[src/rtl/cond_seq_pkg.sv]
// Shared types and default parameters for the condition sequencer.
package cond_seq_pkg;

  localparam int N_COND_DEF  = 4;
  localparam int TMO_W_DEF   = 8;
  localparam int TMO_MAX_DEF = 200;

  // Sequencer state encodings; the remaining 3-bit codes are illegal.
  typedef enum logic [2:0] {
    ST_IDLE     = 3'b000,
    ST_ARMED    = 3'b001,
    ST_PARTIAL  = 3'b010,
    ST_COMPLETE = 3'b011,
    ST_DONE     = 3'b100,
    ST_TIMEOUT  = 3'b101
  } state_e;

endpackage

[src/rtl/cond_tracker.sv]
// Sticky record of observed condition channels plus its popcount.
module cond_tracker
  import cond_seq_pkg::*;
#(
  parameter int N_COND = N_COND_DEF,
  parameter int CNT_W  = $clog2(N_COND + 1)
) (
  input  logic              clk,
  input  logic              reset,
  input  logic [N_COND-1:0] cond,
  input  logic              clear,
  output logic [N_COND-1:0] seen,
  output logic [CNT_W-1:0]  seen_cnt
);

  logic [N_COND-1:0] r_seen;
  logic [CNT_W-1:0]  w_cnt;

  // Accumulate condition bits; clear wipes the mask and drops same-cycle cond.
  always_ff @(posedge clk or posedge reset) begin
    if (reset) begin
      r_seen <= {N_COND{1'b0}};
    end else if (clear) begin
      r_seen <= {N_COND{1'b0}};
    end else begin
      r_seen <= r_seen | cond;
    end
  end

  // Count set bits of the registered mask (no extra latency).
  always_comb begin
    w_cnt = {CNT_W{1'b0}};
    for (int i = 0; i < N_COND; i++) begin
      w_cnt = w_cnt + CNT_W'(r_seen[i]);
    end
  end

  assign seen     = r_seen;
  assign seen_cnt = w_cnt;

endmodule

[src/rtl/cond_sequencer.sv]
// Condition sequencer: arms on start, waits for all channels or a timeout.
module cond_sequencer
  import cond_seq_pkg::*;
#(
  parameter int N_COND  = N_COND_DEF,
  parameter int TMO_W   = TMO_W_DEF,
  parameter int TMO_MAX = TMO_MAX_DEF
) (
  input  logic                         clk,
  input  logic                         reset,
  input  logic [N_COND-1:0]            cond,
  input  logic                         start,
  input  logic                         clear,
  output logic [N_COND-1:0]            seen,
  output logic [$clog2(N_COND+1)-1:0]  seen_cnt,
  output logic [2:0]                   state_code,
  output logic                         busy,
  output logic                         done,
  output logic                         timeout
);

  localparam int               CNT_W    = $clog2(N_COND + 1);
  localparam logic [TMO_W-1:0] TMO_LAST = TMO_W'(TMO_MAX - 1);

  state_e            r_state;
  logic [TMO_W-1:0]  r_tmo_cnt;
  logic              r_busy;
  logic              r_done;
  logic              r_timeout;

  state_e            w_next;
  logic [TMO_W-1:0]  w_tmo_next;
  logic [N_COND-1:0] w_seen;
  logic              w_complete;
  logic              w_any;
  logic              w_tmo_last;
  logic              w_in_win;
  logic              w_next_in_win;

  cond_tracker #(
    .N_COND (N_COND),
    .CNT_W  (CNT_W)
  ) u_tracker (
    .clk      (clk),
    .reset    (reset),
    .cond     (cond),
    .clear    (clear),
    .seen     (w_seen),
    .seen_cnt (seen_cnt)
  );

  // The sequencer only looks at the registered mask, never at raw cond.
  assign w_complete    = &w_seen;
  assign w_any         = |w_seen;
  assign w_tmo_last    = (r_tmo_cnt == TMO_LAST);
  assign w_in_win      = (r_state == ST_ARMED) || (r_state == ST_PARTIAL);
  assign w_next_in_win = (w_next == ST_ARMED) || (w_next == ST_PARTIAL);

  // Next-state selection; clear overrides everything, completion beats timeout.
  always_comb begin
    w_next = ST_IDLE;
    if (clear) begin
      w_next = ST_IDLE;
    end else begin
      case (r_state)
        ST_IDLE: begin
          if (!start)          w_next = ST_IDLE;
          else if (!w_any)     w_next = ST_ARMED;
          else if (w_complete) w_next = ST_COMPLETE;
          else                 w_next = ST_PARTIAL;
        end
        ST_ARMED: begin
          if (w_complete)      w_next = ST_COMPLETE;
          else if (w_tmo_last) w_next = ST_TIMEOUT;
          else if (w_any)      w_next = ST_PARTIAL;
          else                 w_next = ST_ARMED;
        end
        ST_PARTIAL: begin
          if (w_complete)      w_next = ST_COMPLETE;
          else if (w_tmo_last) w_next = ST_TIMEOUT;
          else                 w_next = ST_PARTIAL;
        end
        ST_COMPLETE: w_next = ST_DONE;
        ST_DONE:     w_next = ST_DONE;
        ST_TIMEOUT:  w_next = ST_TIMEOUT;
        default:     w_next = ST_IDLE;
      endcase
    end
  end

  // Timer runs across ARMED and PARTIAL without restarting, else held at zero.
  always_comb begin
    w_tmo_next = {TMO_W{1'b0}};
    if (w_next_in_win && w_in_win) begin
      w_tmo_next = r_tmo_cnt + {{(TMO_W-1){1'b0}}, 1'b1};
    end else begin
      w_tmo_next = {TMO_W{1'b0}};
    end
  end

  // State, timer and registered Moore flags, all derived from the next state.
  always_ff @(posedge clk or posedge reset) begin
    if (reset) begin
      r_state   <= ST_IDLE;
      r_tmo_cnt <= {TMO_W{1'b0}};
      r_busy    <= 1'b0;
      r_done    <= 1'b0;
      r_timeout <= 1'b0;
    end else begin
      r_state   <= w_next;
      r_tmo_cnt <= w_tmo_next;
      r_busy    <= w_next_in_win || (w_next == ST_COMPLETE);
      r_done    <= (w_next == ST_DONE);
      r_timeout <= (w_next == ST_TIMEOUT);
    end
  end

  assign seen       = w_seen;
  assign state_code = r_state;
  assign busy       = r_busy;
  assign done       = r_done;
  assign timeout    = r_timeout;

endmodule

[config.mk]
export PLATFORM = sky130hd
export DESIGN_NAME = cond_sequencer
export DESIGN_NICKNAME = d
export VERILOG_FILES = /design/src/rtl/cond_seq_pkg.sv /design/src/rtl/cond_tracker.sv /design/src/rtl/cond_sequencer.sv
export SDC_FILE = /design/constraint.sdc
export NUM_CORES = 1
export LEC_CHECK = 0
export CELL_PAD_IN_SITES_DETAIL_PLACEMENT = 1
export CELL_PAD_IN_SITES_GLOBAL_PLACEMENT = 1
export CORE_MARGIN = 2
export CORE_UTILIZATION = 30
export DETAILED_ROUTE_END_ITERATION = 12
export PLACE_DENSITY_LB_ADDON = 0.25
export SETUP_SLACK_MARGIN = 0.5
export SLEW_MARGIN = 20
export SYNTH_ARGS = -nofsm -noshare
export SYNTH_HDL_FRONTEND = slang
export SYNTH_HIERARCHICAL = 1
export SYNTH_SLANG_ARGS = --single-unit
[constraint.sdc]
create_clock -name clk -period 1.8 [get_ports clk]
set_input_delay 0.27 -clock clk [delete_from_list [all_inputs] [get_ports clk]]
set_output_delay 0.27 -clock clk [all_outputs]
set_load 0.05 [all_outputs]
==> flow_summary.toml, run 1 <==
[status]
outcome = "complete, but fails checks"
violations = "negative setup slack"

[global_routing]
antenna_found_initial = 0
grt-ovfl-total = 0
grt_usage_pct = 16.6
grt_max_degree = 15
grt_pass1_wl_um = 4930
grt_pass1_vias = 974

[timing]
min_period_over_period_pct = 118
relSlewSlack_pct = 64.4
final_hold_viol_count = 0
skew_ns = 0.00742
worst_slack_ns = -0.331
rsz0062_at_grt = "true"
finalCriticalPeriod_ns = 2.13
fmax_mhz = 469
maxSlewViolCount = 0
setup_viol = 3
worstMarginPinSlew_ns = 0.533

[hold_path]
hold_path_class = "input port to async pin"

[run]
cap_violations = 0

[logic_synthesis]
synth_edf_count = 0
netlist_area_um2 = 1020
ys_async_sr_fraction_pct = 100
ys.flop_type = "dfrtp_1"
yosysTopAreaCellShare_pct = 44.2
synth_cell_type_count = 36
netlist_instances = 98
avgSynthCellArea_um2 = 10.4
synth_nets = 110
synth_seq_cells = 18
ys_warn_count = 6
synth.yosys.seq_area_share_pct = 44.2
synth_top_cells_by_area = "dfrtp_1 (44%), xnor2_1 (5.2%), a21oi_1 (3.9%)"
synth_top_cell_by_area = "dfrtp_1"

[clocking]
cts_root_buffer = "clkbuf_4"
cts_buffer_depth = 2
ctsHoldBuffers = 0
cts.clk_slew.worst_paths_ns = 0.10
clkLatencyLatePin_ns = 0.30
clock-sinks = 18
htreeDepth = 1
numCtsBuffers = 3
cts_tree = "yes"

[critical_path]
endpoint_kind = "primary output"
r2r_start = "r_tmo_cnt[1]"
crit_fanout = 2
crit_type = "register to primary output"
arrival_ns = 1.86
crit_start = "u_tracker/seen[3]"
cp.required_ns = 1.53
ff2ff_path_depth = 6
start_kind = "register"

[layout]
synthToLayoutAreaGrowth_pct = 59.1
final_area_um2 = 1620
instances_no_fill = 185
final_nets = 152
drive_above_1_share_pct = 51.1
diodes = 0

[power]
cellLeakagePower_nw = 0.748
power_per_cell_area_nw_per_um2 = 684
max-vdd-ir-drop_uv = 319

[route]
drt-total-wl_um = 2840
drt-initial-drc-count = 36
ant_nets = 0
wl_per_cell_um = 15.4
viasPerCell = 4.78
drc = 0
vias = 885
first_pass_iters = 2

[place]
post-place-cells = 176
dp_hpwl_um = 2070
place.gp.congestion = 0.725
port_buffers = 20
placed_area_um2 = 1450

[die]
die_h_um = 62.3
core_um2 = 3310
core.rowCount = 21
die-area_um2 = 3880
die_x_um = 62.3
floorplan.initialDensity_pct = 30.8
io_pins = 21
## per-stage QoR
step           util (%)  power, mW  hold WS (ns)  setup TNS (ns)  setup WS (ns)
2_1_floorplan         -      0.681        0.0361          -0.174         -0.149
3_3_place_gp       43.7      0.800         0.492               0        0.00997
3_5_place_dp       43.7      0.809         0.509          -0.228        -0.0383
4_1_cts            48.1       1.11         0.164          -0.793         -0.344
5_1_grt            48.9       1.17         0.177           -1.78         -0.409
6_report           48.9       1.11         0.161          -0.756         -0.331
## layout by cell type, fill, tap and decap left out, types with 4 or more instances in the layout
master	n
a21oi_2	9
buf_4	13
buf_6	7
buf_8	6
clkdlybuf4s50_1	7
dfrtp_1	12
dfrtp_2	6
inv_1	4
inv_2	4
nand2_1	9
nand3_1	5
o21ba_1	4
xnor2_1	6
## area by class of cell
cell class | instances | area [um2]
multi-input combinational | 70 | 627
clock buffer | 4 | 36.3
inverter | 8 | 30.0
timing repair buffer | 39 | 412
tap | 46 | 57.6
sequential | 18 | 458
fill | 366 | 1690
## report_power, final
part | leakage [nW] | switching (mW) | total, mW | internal, mW
sequential | 0.235 | 0.0108 | 0.433 | 0.422
combinational | 0.492 | 0.232 | 0.424 | 0.192
clock | 0.0210 | 0.128 | 0.251 | 0.124
total | 0.748 | 0.370 | 1.11 | 0.738
## flip-flops by register name, summed over array words and instances, names as in the netlist
| signal | flops |
|---|---|
| state_code | 3 |
| done | 1 |
| timeout | 1 |
| u_tracker/seen | 4 |
| r_tmo_cnt | 8 |
| busy | 1 |
## cell families after synthesis
logic type                 after synthesis  share of synthesized area (%)
buffers and inverters                   11                           5.65
xor gates and xnor gates                 7                           6.02
AOI/OAI and AO/OA                       22                           16.8
adders and majority gates                4                           5.65
DFF                                     18                           44.2
and+or+nand+nor                         36                           21.6
## worst paths after layout
check / endpoint / slack, ns
max reg2reg: state_code[0] / 0
max: seen_cnt[1] / -0.33
min reg2reg: u_tracker/seen[2] / 0.56
min: u_tracker/seen[2] / 0.16
max in group asynchronous: state_code[0] / 1.09
min in group clk: u_tracker/seen[1] / 0.56
## per-layer routing
metal / share of wire [%] / routed length, um / GRT usage [%] / vias up
li1: - / - / - / 419
met1: 43 / 1240 / 20.9 / 442
met2: 50 / 1430 / 27.3 / 16
met3: 3.4 / 97 / 2.54 / 8
met4: 2.8 / 79 / 9.17 / 0
met5: 0 / 0 / 0 / -
## timing repair
item,in CTS,in global routing
cloned,1,0
pin swaps,3,3
setup endpoints to repair,25,23
gates resized for setup,43,2
setup buffers,2,2
## worst max-delay path, stage by stage, from the launching register on
cell and delay (ns):
dfrtp_2 0.38, inv_2 0.04, fa_1 0.55, inv_2 0.05
ha_4 0.15, ha_4 0.26, buf_12 0.12
## synth_stat cells, drive strengths merged, types with 3 or more instances
library cell / count
ha: 3
dfrtp: 18
inv: 8
nand3: 5
buf: 3
nand2: 9
o21ba: 4
nor2: 4
xnor2: 6
a21oi: 11
Power figures use the tool's default switching activity.
==> run 2: changes to the inputs <==
--- a/config.mk
+++ b/config.mk
@@ -8,7 +8,7 @@
 export CELL_PAD_IN_SITES_DETAIL_PLACEMENT = 1
 export CELL_PAD_IN_SITES_GLOBAL_PLACEMENT = 1
 export CORE_MARGIN = 2
-export CORE_UTILIZATION = 30
+export CORE_UTILIZATION = 34
 export DETAILED_ROUTE_END_ITERATION = 12
 export PLACE_DENSITY_LB_ADDON = 0.25
 export SETUP_SLACK_MARGIN = 0.5
==> run 2 against run 1 <==
  * The flow finishes with violations (design-rule violations, negative setup slack)
  * Via count grew 4.1%
  * Final cell count shrank 5.9%
  * Combinational power grew 10%
  * Critical path depth is the same
  * Register-to-register slack lost 0.06 ns
  * Clock power grew 2%
  * Hold slack gained 0.0091 ns
  * Sequential power grew 2%
  * Count of clock-buffer cells in the layout is the same
  * Flip-flop and latch count is the same
  * Sequential share of layout area shrank 0.71 points
  * Largest cell class unchanged
  * Largest power group is now combinational cells
==> flow_summary.toml, run 2 (same netlist as run 1, synthesis figures left out) <==
[route]
drt-total-wl_um = 3240
first_pass_iters = 8
viasPerCell = 5.29
drc = 1
ant_nets = 0
drt-initial-drc-count = 18
vias = 921
wl_per_cell_um = 18.6

[critical_path]
path_cells = "inv_2 > fa_1 > inv_2 > ha_4 > ha_4 > buf_12"
endpoint_kind = "primary output"
crit_type = "register to primary output"
arrival_ns = 1.86
cp_slowest_cell = "fa_1"
cp.required_ns = 1.53
max_stage_delay_ns = 0.51
crit_fanout = 2
start_kind = "register"

[layout]
final_area_um2 = 1670
layout_common_cells = "buf_4 (15), dfrtp_1 (11), nand2_1 (9), a21oi_2 (9), buf_6 (9)"
synthToLayoutAreaGrowth_pct = 63.6
drive_above_1_share_pct = 54.5
final_common_cell = "buf_4"
largest_reg_flops = 8
final_nets = 156
diodes = 0
final_util_pct = 59.4
regMostFlops = "r_tmo_cnt"

[timing]
min_period_over_period_pct = 118
setup_viol = 16
worstMarginPinSlew_ns = 0.536
maxSlewViolCount = 0
rsz0062_at_grt = "true"
relSlewSlack_pct = 64.3
fmax_mhz = 470
final_hold_viol_count = 0
finalCriticalPeriod_ns = 2.13
worst_slack_ns = -0.328
skew_ns = 0.00283

[place]
place.gp.congestion = 0.761
placed_area_um2 = 1400
place_ws_ns = -0.0108
port_buffers = 20
dp_hpwl_um = 1930

[die]
die-area_um2 = 3450
die_x_um = 58.7
core_um2 = 2810
core.rowCount = 19
floorplan.initialDensity_pct = 36.3
io_pins = 21
die_h_um = 58.7

[global_routing]
antenna_found_initial = 0
grt_usage_pct = 18.9
grt_pass1_vias = 979
grt_pass1_wl_um = 4920
grt-ovfl-total = 0
grt_max_degree = 15

[clocking]
htreeDepth = 1
cts_tree = "yes"
clock-sinks = 18
cts.clk_slew.worst_paths_ns = 0.11
numCtsBuffers = 3
clkLatencyLatePin_ns = 0.30
cts_buffer_depth = 2
cts_root_buffer = "clkbuf_4"

[hold_path]
hold_path_class = "input port to async pin"

[power]
cellLeakagePower_nw = 0.779
power_per_cell_area_nw_per_um2 = 699
max-vdd-ir-drop_uv = 547

[run]
cap_violations = 0

[status]
outcome = "complete, but fails checks"
violations = "design-rule violations, negative setup slack"
==> run 2: worst max-delay path, delay by kind of cell, from the launching register on <==
family | cells | cell delay [ns]
buffers and inverters | 3 | 0.21
adder cells (fa/ha/maj) | 3 | 0.92
flip-flops | 1 | 0.42
==> run 2: final timing paths <==
path                       depth (start not counted)               from                 to  slack (ns)
setup / recovery                                   6  u_tracker/seen[0]        seen_cnt[1]       -0.33
hold / removal                                     2              reset  u_tracker/seen[0]        0.17
setup reg to reg                                   8       r_tmo_cnt[1]       r_tmo_cnt[0]       -0.06
hold reg to reg                                    3       r_tmo_cnt[7]       r_tmo_cnt[7]        0.61
max in group asynchronous                          2              reset      state_code[0]        1.09
min in group clk                                   2            cond[1]  u_tracker/seen[1]        0.56
==> run 2: final cells by class <==
| type | instances | area, um2 |
|---|---|---|
| Multi-Input combinational cell | 70 | 643 |
| Inverter | 8 | 30.0 |
| Timing Repair Buffer | 43 | 459 |
| Tap cell | 31 | 38.8 |
| Clock buffer | 4 | 36.3 |
| Fill cell | 301 | 1140 |
| Sequential cell | 18 | 459 |
==> run 2: per-layer routing <==
layer / wire, um / vias to the layer above / GRT usage (%) / share of wire [%]
li1: - / 428 / - / -
met2: 1670 / 19 / 31.0 / 51
met1: 1380 / 465 / 26.7 / 43
met3: 106 / 9 / 1.98 / 3.3
met5: 0 / - / 0 / 0
met4: 87 / 0 / 4.87 / 2.7
==> run 2: report_power, final <==
part	internal (mW)	leakage [nW]	switching, mW	total, mW
Combinational	0.222	0.525	0.246	0.468
Sequential	0.422	0.233	0.0179	0.440
Clock	0.123	0.0210	0.133	0.256
==> run 2: repair_timing <==
action	in CTS	in global routing
endpoints found under the setup margin	24	25
resized for setup	33	18
pin swaps	8	10
gates cloned	2	0
hold buffers	0	0
endpoints found under the hold margin	0	0
buffers inserted	5	7
==> run 2: through the flow <==
step / TNS (ns) / hold slack, ns / std cells / total power [mW]
floorplan: -0.174 / 0.0361 / 98 / 0.681
global placement: 0 / 0.495 / 156 / 0.800
detailed placement: -0.0203 / 0.508 / 156 / 0.808
CTS: -0.964 / 0.176 / 167 / 1.12
global route: -2.06 / 0.204 / 174 / 1.21
finish: -1.22 / 0.170 / 174 / 1.16
